### config.mk
export PLATFORM = sky130hd
export DESIGN_NAME = instr_fetch
export DESIGN_NICKNAME = d
export VERILOG_FILES = /design/src/rtl/cpu_pkg.sv /design/src/rtl/mem_port_mux.sv /design/src/rtl/instr_fetch.sv
export SDC_FILE = /design/constraint.sdc
export NUM_CORES = 1
export LEC_CHECK = 0
export CORE_MARGIN = 4
export CORE_UTILIZATION = 37
export CTS_BUF_LIST = sky130_fd_sc_hd__clkbuf_8
export DETAILED_ROUTE_END_ITERATION = 8
export PLACE_DENSITY_LB_ADDON = 0.25
export SYNTH_ARGS = -nofsm -noshare
export SYNTH_HDL_FRONTEND = slang
export SYNTH_SLANG_ARGS = --single-unit
### constraint.sdc
create_clock -name clk -period 2 [get_ports clk]
set_input_delay 0.6 -clock clk [delete_from_list [all_inputs] [get_ports clk]]
set_output_delay 0.6 -clock clk [all_outputs]
set_load 0.05 [all_outputs]
### src/rtl/cpu_pkg.sv
// Shared types and constants for the small CPU front end.
package cpu_pkg;

  typedef logic [7:0] byte_t;

  typedef enum logic [1:0] {
    FETCH_OP  = 2'd0,
    FETCH_ARG = 2'd1,
    HOLD      = 2'd2
  } fetch_state_t;

  localparam byte_t DEFAULT_RESET_PC = 8'd100;

endpackage

### src/rtl/mem_port_mux.sv
// Single memory port shared by instruction fetch and execute-stage data access;
// the data access always wins and is serviced combinationally.
module mem_port_mux
  import cpu_pkg::*;
#(
  parameter int DATA_W = 8
) (
  input  logic              rst,
  input  logic              dreq,
  input  logic              dwe,
  input  logic [DATA_W-1:0] daddr,
  input  logic [DATA_W-1:0] dwdata,
  input  logic              fetch_en,
  input  logic [DATA_W-1:0] fetch_addr,
  input  logic [DATA_W-1:0] RD,
  output logic [DATA_W-1:0] addr,
  output logic [DATA_W-1:0] WR,
  output logic              memorywrite,
  output logic              memoryread,
  output logic              dgnt,
  output logic [DATA_W-1:0] drdata
);

  // Port arbitration: reset silences all strobes, then data access, then fetch.
  always_comb begin
    addr        = fetch_addr;
    WR          = {DATA_W{1'b0}};
    memorywrite = 1'b0;
    memoryread  = 1'b0;
    dgnt        = 1'b0;
    drdata      = {DATA_W{1'b0}};
    if (rst) begin
      memoryread = 1'b0;
    end else if (dreq) begin
      addr        = daddr;
      WR          = dwdata;
      memorywrite = dwe;
      memoryread  = ~dwe;
      dgnt        = 1'b1;
      drdata      = RD;
    end else begin
      memoryread = fetch_en;
    end
  end

endmodule

### src/rtl/instr_fetch.sv
// Two-byte instruction fetch unit: opcode/operand FSM with a ready/valid
// handoff to the decoder, jump redirect, and a shared memory port.
module instr_fetch
  import cpu_pkg::*;
#(
  parameter byte_t RESET_PC = DEFAULT_RESET_PC,
  parameter int    DATA_W   = 8
) (
  input  logic              clk,
  input  logic              rst,
  output logic [DATA_W-1:0] addr,
  output logic [DATA_W-1:0] WR,
  output logic              memorywrite,
  output logic              memoryread,
  input  logic [DATA_W-1:0] RD,
  output logic              ir_valid,
  input  logic              ir_ready,
  output logic [DATA_W-1:0] ir_opcode,
  output logic [DATA_W-1:0] ir_operand,
  output logic [DATA_W-1:0] ir_pc,
  input  logic              redirect,
  input  logic [DATA_W-1:0] redirect_pc,
  input  logic              dreq,
  input  logic              dwe,
  input  logic [DATA_W-1:0] daddr,
  input  logic [DATA_W-1:0] dwdata,
  output logic              dgnt,
  output logic [DATA_W-1:0] drdata
);

  fetch_state_t      state_r, state_s;
  logic [DATA_W-1:0] pc_r, pc_s;
  logic [DATA_W-1:0] opcode_r, opcode_s;
  logic [DATA_W-1:0] operand_r, operand_s;
  logic [DATA_W-1:0] ipc_r, ipc_s;
  logic              valid_r;
  logic              fetch_en_s;

  // Fetch strobe is requested only in the two byte-fetch states.
  always_comb begin
    fetch_en_s = 1'b0;
    if ((state_r == FETCH_OP) || (state_r == FETCH_ARG)) begin
      fetch_en_s = 1'b1;
    end else begin
      fetch_en_s = 1'b0;
    end
  end

  mem_port_mux #(.DATA_W(DATA_W)) u_mux (
    .rst         (rst),
    .dreq        (dreq),
    .dwe         (dwe),
    .daddr       (daddr),
    .dwdata      (dwdata),
    .fetch_en    (fetch_en_s),
    .fetch_addr  (pc_r),
    .RD          (RD),
    .addr        (addr),
    .WR          (WR),
    .memorywrite (memorywrite),
    .memoryread  (memoryread),
    .dgnt        (dgnt),
    .drdata      (drdata)
  );

  // Next-state logic: redirect beats everything, a data access freezes the fetch.
  always_comb begin
    state_s   = state_r;
    pc_s      = pc_r;
    opcode_s  = opcode_r;
    operand_s = operand_r;
    ipc_s     = ipc_r;
    if (redirect) begin
      state_s = FETCH_OP;
      pc_s    = redirect_pc;
    end else if (dreq) begin
      state_s = state_r;
    end else begin
      case (state_r)
        FETCH_OP: begin
          opcode_s = RD;
          ipc_s    = pc_r;
          pc_s     = pc_r + DATA_W'(1);
          state_s  = FETCH_ARG;
        end
        FETCH_ARG: begin
          operand_s = RD;
          pc_s      = pc_r + DATA_W'(1);
          state_s   = HOLD;
        end
        HOLD: begin
          if (ir_ready) begin
            state_s = FETCH_OP;
          end else begin
            state_s = HOLD;
          end
        end
        default: begin
          state_s = FETCH_OP;
        end
      endcase
    end
  end

  // State, pc and instruction registers.
  always_ff @(posedge clk) begin
    if (rst) begin
      state_r   <= FETCH_OP;
      pc_r      <= DATA_W'(RESET_PC);
      opcode_r  <= {DATA_W{1'b0}};
      operand_r <= {DATA_W{1'b0}};
      ipc_r     <= {DATA_W{1'b0}};
      valid_r   <= 1'b0;
    end else begin
      state_r   <= state_s;
      pc_r      <= pc_s;
      opcode_r  <= opcode_s;
      operand_r <= operand_s;
      ipc_r     <= ipc_s;
      valid_r   <= (state_s == HOLD);
    end
  end

  assign ir_valid   = valid_r;
  assign ir_opcode  = opcode_r;
  assign ir_operand = operand_r;
  assign ir_pc      = ipc_r;

endmodule

# After elaboration in Yosys (flattened, before gate mapping)

Index checks and enable logic that the tools add are counted.

Register bits after elaboration: 35
Input bits: 38
Word-level logic and storage cells: 41

$add $sub $neg: 1
Eq/ne operators: 4
Multiplexer cells: 20
Bitwise gates (word level): 3
Reduce and logical (&&, ||, !) cells: 7

Operators by type and width:

| operator            | count |
|---|---|
| $mux 8              | 9 |
| $add 8x1->8 const B | 1 |
| $mux 1              | 7 |
| $mux 2              | 3 |
| $pmux 2 s3          | 1 |
| $reduce_and 3->1    | 2 |
| $eq 2x2->1 const B  | 2 |
| $not 1->1           | 3 |
| $eq 2x1->1 const B  | 1 |
| $logic_not 2->1     | 1 |
| $ne 2x2->1 const B  | 1 |
| $reduce_and 2->1    | 1 |
| $reduce_bool 2->1   | 1 |
| $reduce_or 2->1     | 1 |
| $logic_or 1x1->1    | 1 |

# Logic depth before layout (Yosys ltp)

Gate-level depths: netlist (run 1).

Depth after elaboration: 5
Mapped depth: 6

# Modules after synthesis

A second synthesis (run 1) with hierarchy kept.

Cells, all modules: 208
Area total of the unflattened synthesis: 1719.1 um^2

Modules (own cells, without submodules):

| module       | instances | cells an instance | area each (um^2) |
|---|---|---|---|
| instr_fetch  | 1         | 177               | 1462.7 |
| mem_port_mux | 1         | 31                | 256.5 |

# Worst setup path after synthesis (run 1)

Ideal clock, no wire load.

Path kind: input-to-output
From: input dreq
To: output addr[2]
Arrival time: 2433 ps
Required time: 1400 ps
Setup slack: -1033 ps
Stages on the path: 5
Path through: clkbuf_8 -> and2b_1 -> buf_4 -> buf_2 -> o21ai_0

Cells in the longest elaborated chain, start to end: 2

Ends and longest elaborated chain:

| what               | RTL line           | text |
|---|---|---|
| start: declaration | instr_fetch.sv:23  | `input logic dreq,` |
| $mux 8             | mem_port_mux.sv:34 | `end else if (dreq) begin` |
| $mux 8             | mem_port_mux.sv:32 | `if (rst) begin` |
| end: declaration   | instr_fetch.sv:11  | `output logic [DATA_W-1:0] addr,` |

No other way between the ends.

# Worst setup path in the final report (run 1)

From: input rst
To: output addr[0]

Cells in the longest elaborated chain, start to end: 1

Ends and longest elaborated chain:

| what               | RTL line           | text |
|---|---|---|
| start: declaration | instr_fetch.sv:10  | `input logic rst,` |
| $mux 8             | mem_port_mux.sv:32 |  |

No other way between the ends.

==> metrics, run 1 <==
status=finished, violations left; failing checks=negative setup slack; Routed WL per cell=14.22 µm; RSZ-0062 raised after global routing=yes; Fillers=310; Starting Density=between 30 and 40%; GRT Total Usage=19.17%; register area share after synthesis=40.61%; post-synthesis register bit count=35; Final Wtd Congestion=0.7635; Tcrit/Tclk final=107.8%; hold_buf cts=0; post-route insts no fill=roughly 380; Worst Path Max Fanout=7; core area=approximately 0.0044 mm²; Startpoint Class=input pin; CTS root buf=clkbuf_8; Area after DPL=0.003022 mm²; Final Net Count=around 370; commonest cells in the netlist=52 x nand2_1, 35 x dfxtp_1, 26 x a21oi_1; Routed Antenna Nets=0; synthesis-to-finish area growth=89.99%; top-count cell post-synth=nand2_1; critical path class=input pin to output port; fmax=about 0.46 GHz; Die X=about 76 µm; Worst Tran Pin Value=0.4032 ns; Avg Vias per Cell=roughly 5.0; Finished Cell Area=~0.0033 mm²; DRC=0; Post-Route WL=~5400 µm; Synth Net Count=251; cell count after synthesis=212; Ports=90; Post-synth EDFFs=0; CTS Buf Count=5; pre-CTS setup slack=-0.6107 ns; max-slew violation count=0; PnR Total Power=about 1.9 mW; Synth Area per Inst=between 8 and 9 µm²; worst hold path class=flop to flop; Die H=approximately 76 µm; ant diodes=0; clk_skew=~0.0053 ns; Synth Flop Type=dfxtp_1; Post-DP HPWL=just under 4000 µm; fin crit period=roughly 2.2 ns; Post-synth ARST share=0%; power per cell area=roughly 580 mW/mm²; CP required=approximately 1.4 ns; die area=between 0.005 and 0.006 mm²; clk slew on worst S/H paths=0.06 ns; relative slew slack=roughly three quarters; Max H-tree Level=2; global-route wire length before repair=roughly 9000 µm; # port buffers=89; DRT Pass-1 Iters=4; synth warn=0; Worst Slack Setup Final=-0.1560 ns; total grt overflow=0; leading area contributor after synthesis=dfxtp_1; initial antenna violation count=0; VDD IR max=about 0.46 mV; 1st-iter DRT viols=just under 70; DR vias=around 1.9k; clk buf depth=2; crit end category=output port; vias in the first global route=~1.9k; worst endpoint data arrival time=roughly 1.6 ns; clk_lat worst skew=between 0.2 and 0.3 ns; Final Hold Fails=0; Synth top area share=40.61%; register area=between 700 and 800 µm²; Lkg Pwr=between 1 and 1.5 nW; largest net degree at the start of global routing=just over 40; Placed Cells=about 370; top cells by area, synth=dfxtp_1 41%, nand2_1 11%, a21oi_1 7.5%, and2_1 6.5%, mux2_2 3.9%; synthesized area=0.001725 mm²; # Max-Cap Violations=0; std cell rows=24; Setup-failing EPs final=25; layout cells sized above 1=40.18%; CTS tree=yes; area of the multi-input gates=approximately 0.0010 mm²; # clock sinks=35; Cell variety after synth=45; fin util=between 70% and 80%
==> cell families (layout without fill, tap and decap cells) <==
family / Yosys count / in the layout / share of synthesized area, %
mux: 6 / 6 / 3.916
compound gates: 45 / 45 / 15.59
simple gates: 103 / 103 / 31.84
buf+inv: 20 / 134 / 6.308
xor+xnor: 2 / 2 / 1.015
flops: 35 / 35 / 40.61
fa+ha+maj: 1 / 1 / 0.7250
==> routing by layer <==
| metal | wire length [µm] | track usage (%) |
|---|---|---|
| met5 | 0 | 0 |
| met3 | 363 | 4.374 |
| met2 | 2700 | 31.99 |
| met1 | 2217 | 24.06 |
| met4 | 95 | 7.065 |
==> repair_timing <==
action                                 CTS  global route
cloned                                   1             0
setup endpoints to repair               37            27
pin swaps                               15             2
resized for setup                       51             6
setup buffers                            4             2
endpoints found under the hold margin    0             0
==> power by group <==
part	internal, mW	switching [mW]	leakage, nW
clock	0.270	0.235	0.0470
sequential	0.728	0.0291	0.286
combinational	0.314	0.333	1.05
==> state kept, by name, indices dropped and copies added (netlist names) <==
name	count
ir_opcode	8
ir_operand	8
ir_pc	8
ir_valid	1
pc_r	8
state_r	2
==> final timing paths <==
kind                  end    startpoint  slack [ns]  depth (start not counted)
min          ir_opcode[6]  ir_opcode[6]        0.46                          2
max reg2reg       pc_r[3]    state_r[1]        0.53                          4
min reg2reg  ir_opcode[6]  ir_opcode[6]        0.46                          2
max               addr[0]           rst       -0.16                          5
==> critical path, cell delays in order <==
cell and delay (ns):
buf_6 0.09, and2b_4 0.27, buf_12 0.13, mux2_4 0.31, buf_8 0.15
==> cell usage in the layout (no fill, tap or decap), types with 3 or more instances in the layout <==
cell type / synthesis / final
nand2_1: 52 / 49
buf_8: 0 / 6
a311oi_1: 3 / 3
o21ai_0: 6 / 3
clkdlybuf4s50_1: 0 / 33
nor2_1: 10 / 8
inv_1: 6 / 6
clkbuf_8: 1 / 6
mux2_4: 0 / 5
a21oi_1: 26 / 25
and2_4: 0 / 16
buf_6: 1 / 7
o21ai_4: 0 / 3
dfxtp_1: 35 / 35
buf_4: 3 / 49
nand2_4: 0 / 3
buf_12: 0 / 23
==> final cells by class <==
cell class	instances	share of cell area [%]
clock buffers	6	2.519
clock inverters	1	0.1527
inverters	6	0.6870
multi-input cells	157	31.98
flip-flops and latches	35	21.37
well taps	52	1.985
repair buffers	121	41.30
==> metrics by stage <==
stage | setup TNS, ns | hold WS, ns
final | -2.365 | 0.4568
after CTS | -2.488 | 0.4569
after global routing | -3.134 | 0.4750
after global placement | -19.40 | 0.4425
after floorplan | -0.7309 | 0.4539
after detailed placement | -20.10 | 0.4474
(Power assumes the default switching activity.)
==> run 2: changes to the inputs <==
Settings changed: GPL_TIMING_DRIVEN from default to 0.
==> metrics, run 2 (synthesis gave the netlist of run 1 again) <==
worst setup path startpoint=rst; std cell rows=24 (unchanged); # port buffers=89 (unchanged); setup TNS=-3.103 ns (-0.7373 ns); max incr delay on CP=0.32 ns (about the same); min-delay src=ir_operand[6]; Final Wtd Congestion=0.7719 (+1.1%); largest net degree at the start of global routing=13 (-68%); synthesis-to-finish area growth=81.58%; total grt overflow=0 (unchanged); relative slew slack=65.50% (-7.6 points); crit-path cells=buf_8, and2b_2, buf_8, mux2_4, buf_8; RR Startpoint=state_r[1]; CTS Buf Count=5 (unchanged); Fillers=341 (+10%); fmax=0.4593 GHz (-0.98%); max-slew violation count=0 (unchanged); area of the multi-input gates=0.001046 mm² (-0.24%); status=finished, violations left; CTS root buf=clkbuf_8; DRT Pass-1 Iters=5 (+1); Die X=76.29 µm (unchanged); worst hold path class=flop to flop; CP required=1.40 ns (about the same); worst endpoint data arrival time=1.58 ns (+0.02 ns); commonest non-fill, non-tap cell in the layout=nand2_1; hold_buf cts=0 (unchanged); layout cells sized above 1=29.75% (-10 points); Worst Tran Pin Value=0.5136 ns (+0.1104 ns); DR vias=1,899 (+1.1%); vias in the first global route=1,788 (-3.6%); CP max-delay cell=mux2_4; global-route wire length before repair=8604 µm (-4.9%); 1st-iter DRT viols=61 (-10%); clk_skew=0.005548 ns (+0.0002256 ns); clk_lat worst skew=0.29 ns (about the same); Max H-tree Level=2 (unchanged); Startpoint Class=input pin; critical path class=input pin to output port; Worst Slack Setup Final=-0.1774 ns (-0.02138 ns); pre-CTS setup slack=-1.522 ns (-0.9117 ns); VDD IR max=0.4846 mV (+4.9%); RSZ-0062 raised after global routing=yes; Post-Route WL=5450 µm (+1.4%); Worst Path Max Fanout=6 (-1); Post-DP HPWL=3837 µm (-2.1%); # clock sinks=35 (unchanged); worst path bufs/invs=3 (unchanged); register area=700.7 µm² (unchanged); cell mode on critical path=buf_8; GRT Total Usage=18.19% (-0.98 points); Avg Vias per Cell=5.160 (+3.9%); ant diodes=0 (unchanged); clk slew on worst S/H paths=0.07 ns (about the same); Setup-failing EPs final=24 (-4.0%); fin crit period=2.177 ns (+0.02138 ns); Ports=90 (unchanged); fin util=70.50% (-3.3 points); failing checks=negative setup slack; Tcrit/Tclk final=108.9% (+1.1 points); Starting Density=38.82% (unchanged); # Max-Cap Violations=0 (unchanged); Routed WL per cell=14.81 µm (+4.1%); power per cell area=644.2 mW/mm² (+11%); Final Net Count=354 (-3.0%); Lkg Pwr=1.355 nW (-2.1%); CTS tree=yes; Final Hold Fails=0 (unchanged); die area=0.005820 mm² (unchanged); most frequent cells in the layout=49 x nand2_1, 35 x dfxtp_1, 33 x clkdlybuf4s50_1, 27 x dlygate4sd2_1, 25 x a21oi_1; core area=0.004444 mm² (unchanged); delay-heaviest family, CP=buffers and inverters; DRC=0 (unchanged); Die H=76.29 µm (unchanged); initial antenna violation count=0 (unchanged); Routed Antenna Nets=0 (unchanged); crit end category=output port; clk buf depth=2 (unchanged)
-- run 2: changes by cell type in the layout (fill, tap and decap cells not counted), moves of 2 or more --
| cell | before | now |
|---|---|---|
| buf_8 | 6 | 19 |
| dlygate4sd2_1 | 1 | 27 |
| and2_4 | 16 | 9 |
| buf_6 | 7 | 14 |
| buf_12 | 23 | 4 |
| buf_4 | 49 | 7 |
| and2_2 | 1 | 8 |
| clkbuf_1 | 0 | 2 |
-- run 2: final timing paths --
check                           cells after the start            end  slack (ns)
worst min register to register                      2  ir_operand[6]        0.45
worst max register to register                      5   ir_opcode[0]        0.48
worst max-delay path                                5        addr[0]       -0.18
worst min-delay path                                2  ir_operand[6]        0.45
-- run 2: area by class of cell --
cell class | count | area share (%)
buffer | 11 | 3.035
sequential | 35 | 22.36
multi-input combinational | 157 | 33.39
clock inverter | 2 | 1.118
timing repair buffer | 99 | 34.66
tap | 52 | 2.077
inverter | 6 | 0.7189
clock buffer | 6 | 2.636
-- run 2: metrics by stage --
stage          cells  instance area, µm²  power, mW  hold slack, ns
2_1_floorplan    212                1822      1.092          0.4539
3_3_place_gp     353                2778      1.294          0.4411
3_5_place_dp     353                2778      1.299          0.4463
4_1_cts          370                3142      2.028          0.4540
5_1_grt          368                3133      2.092          0.4658
6_report         368                3133      2.018          0.4533
-- run 2: routing by layer --
layer | track usage, % | wire (µm) | up-vias
met1 | 21.92 | 2322 | 890
met2 | 31.55 | 2671 | 72
met5 | 0 | 0 | -
met4 | 4.891 | 38 | 0
met3 | 5.201 | 417 | 7
li1 | - | - | 930
-- run 2: where the power goes --
part	internal, mW	switching [mW]	total (mW)	leakage (nW)
clock	0.403	0.265	0.669	0.0612
combinational	0.267	0.328	0.596	1.01
sequential	0.727	0.0271	0.754	0.286
-- run 2: timing repair --
action | 4_1_cts | 5_1_grt
gates cloned | 3 | 0
setup buffers | 7 | 2
pin swaps | 4 | 3
resized for setup | 274 | 17
setup endpoints to repair | 58 | 36
-- run 2: tightest hold or removal path: stages, from the launching register on --
cell and delay, ns:
dfxtp_1 0.31, nand2_1 0.05, a21oi_1 0.05
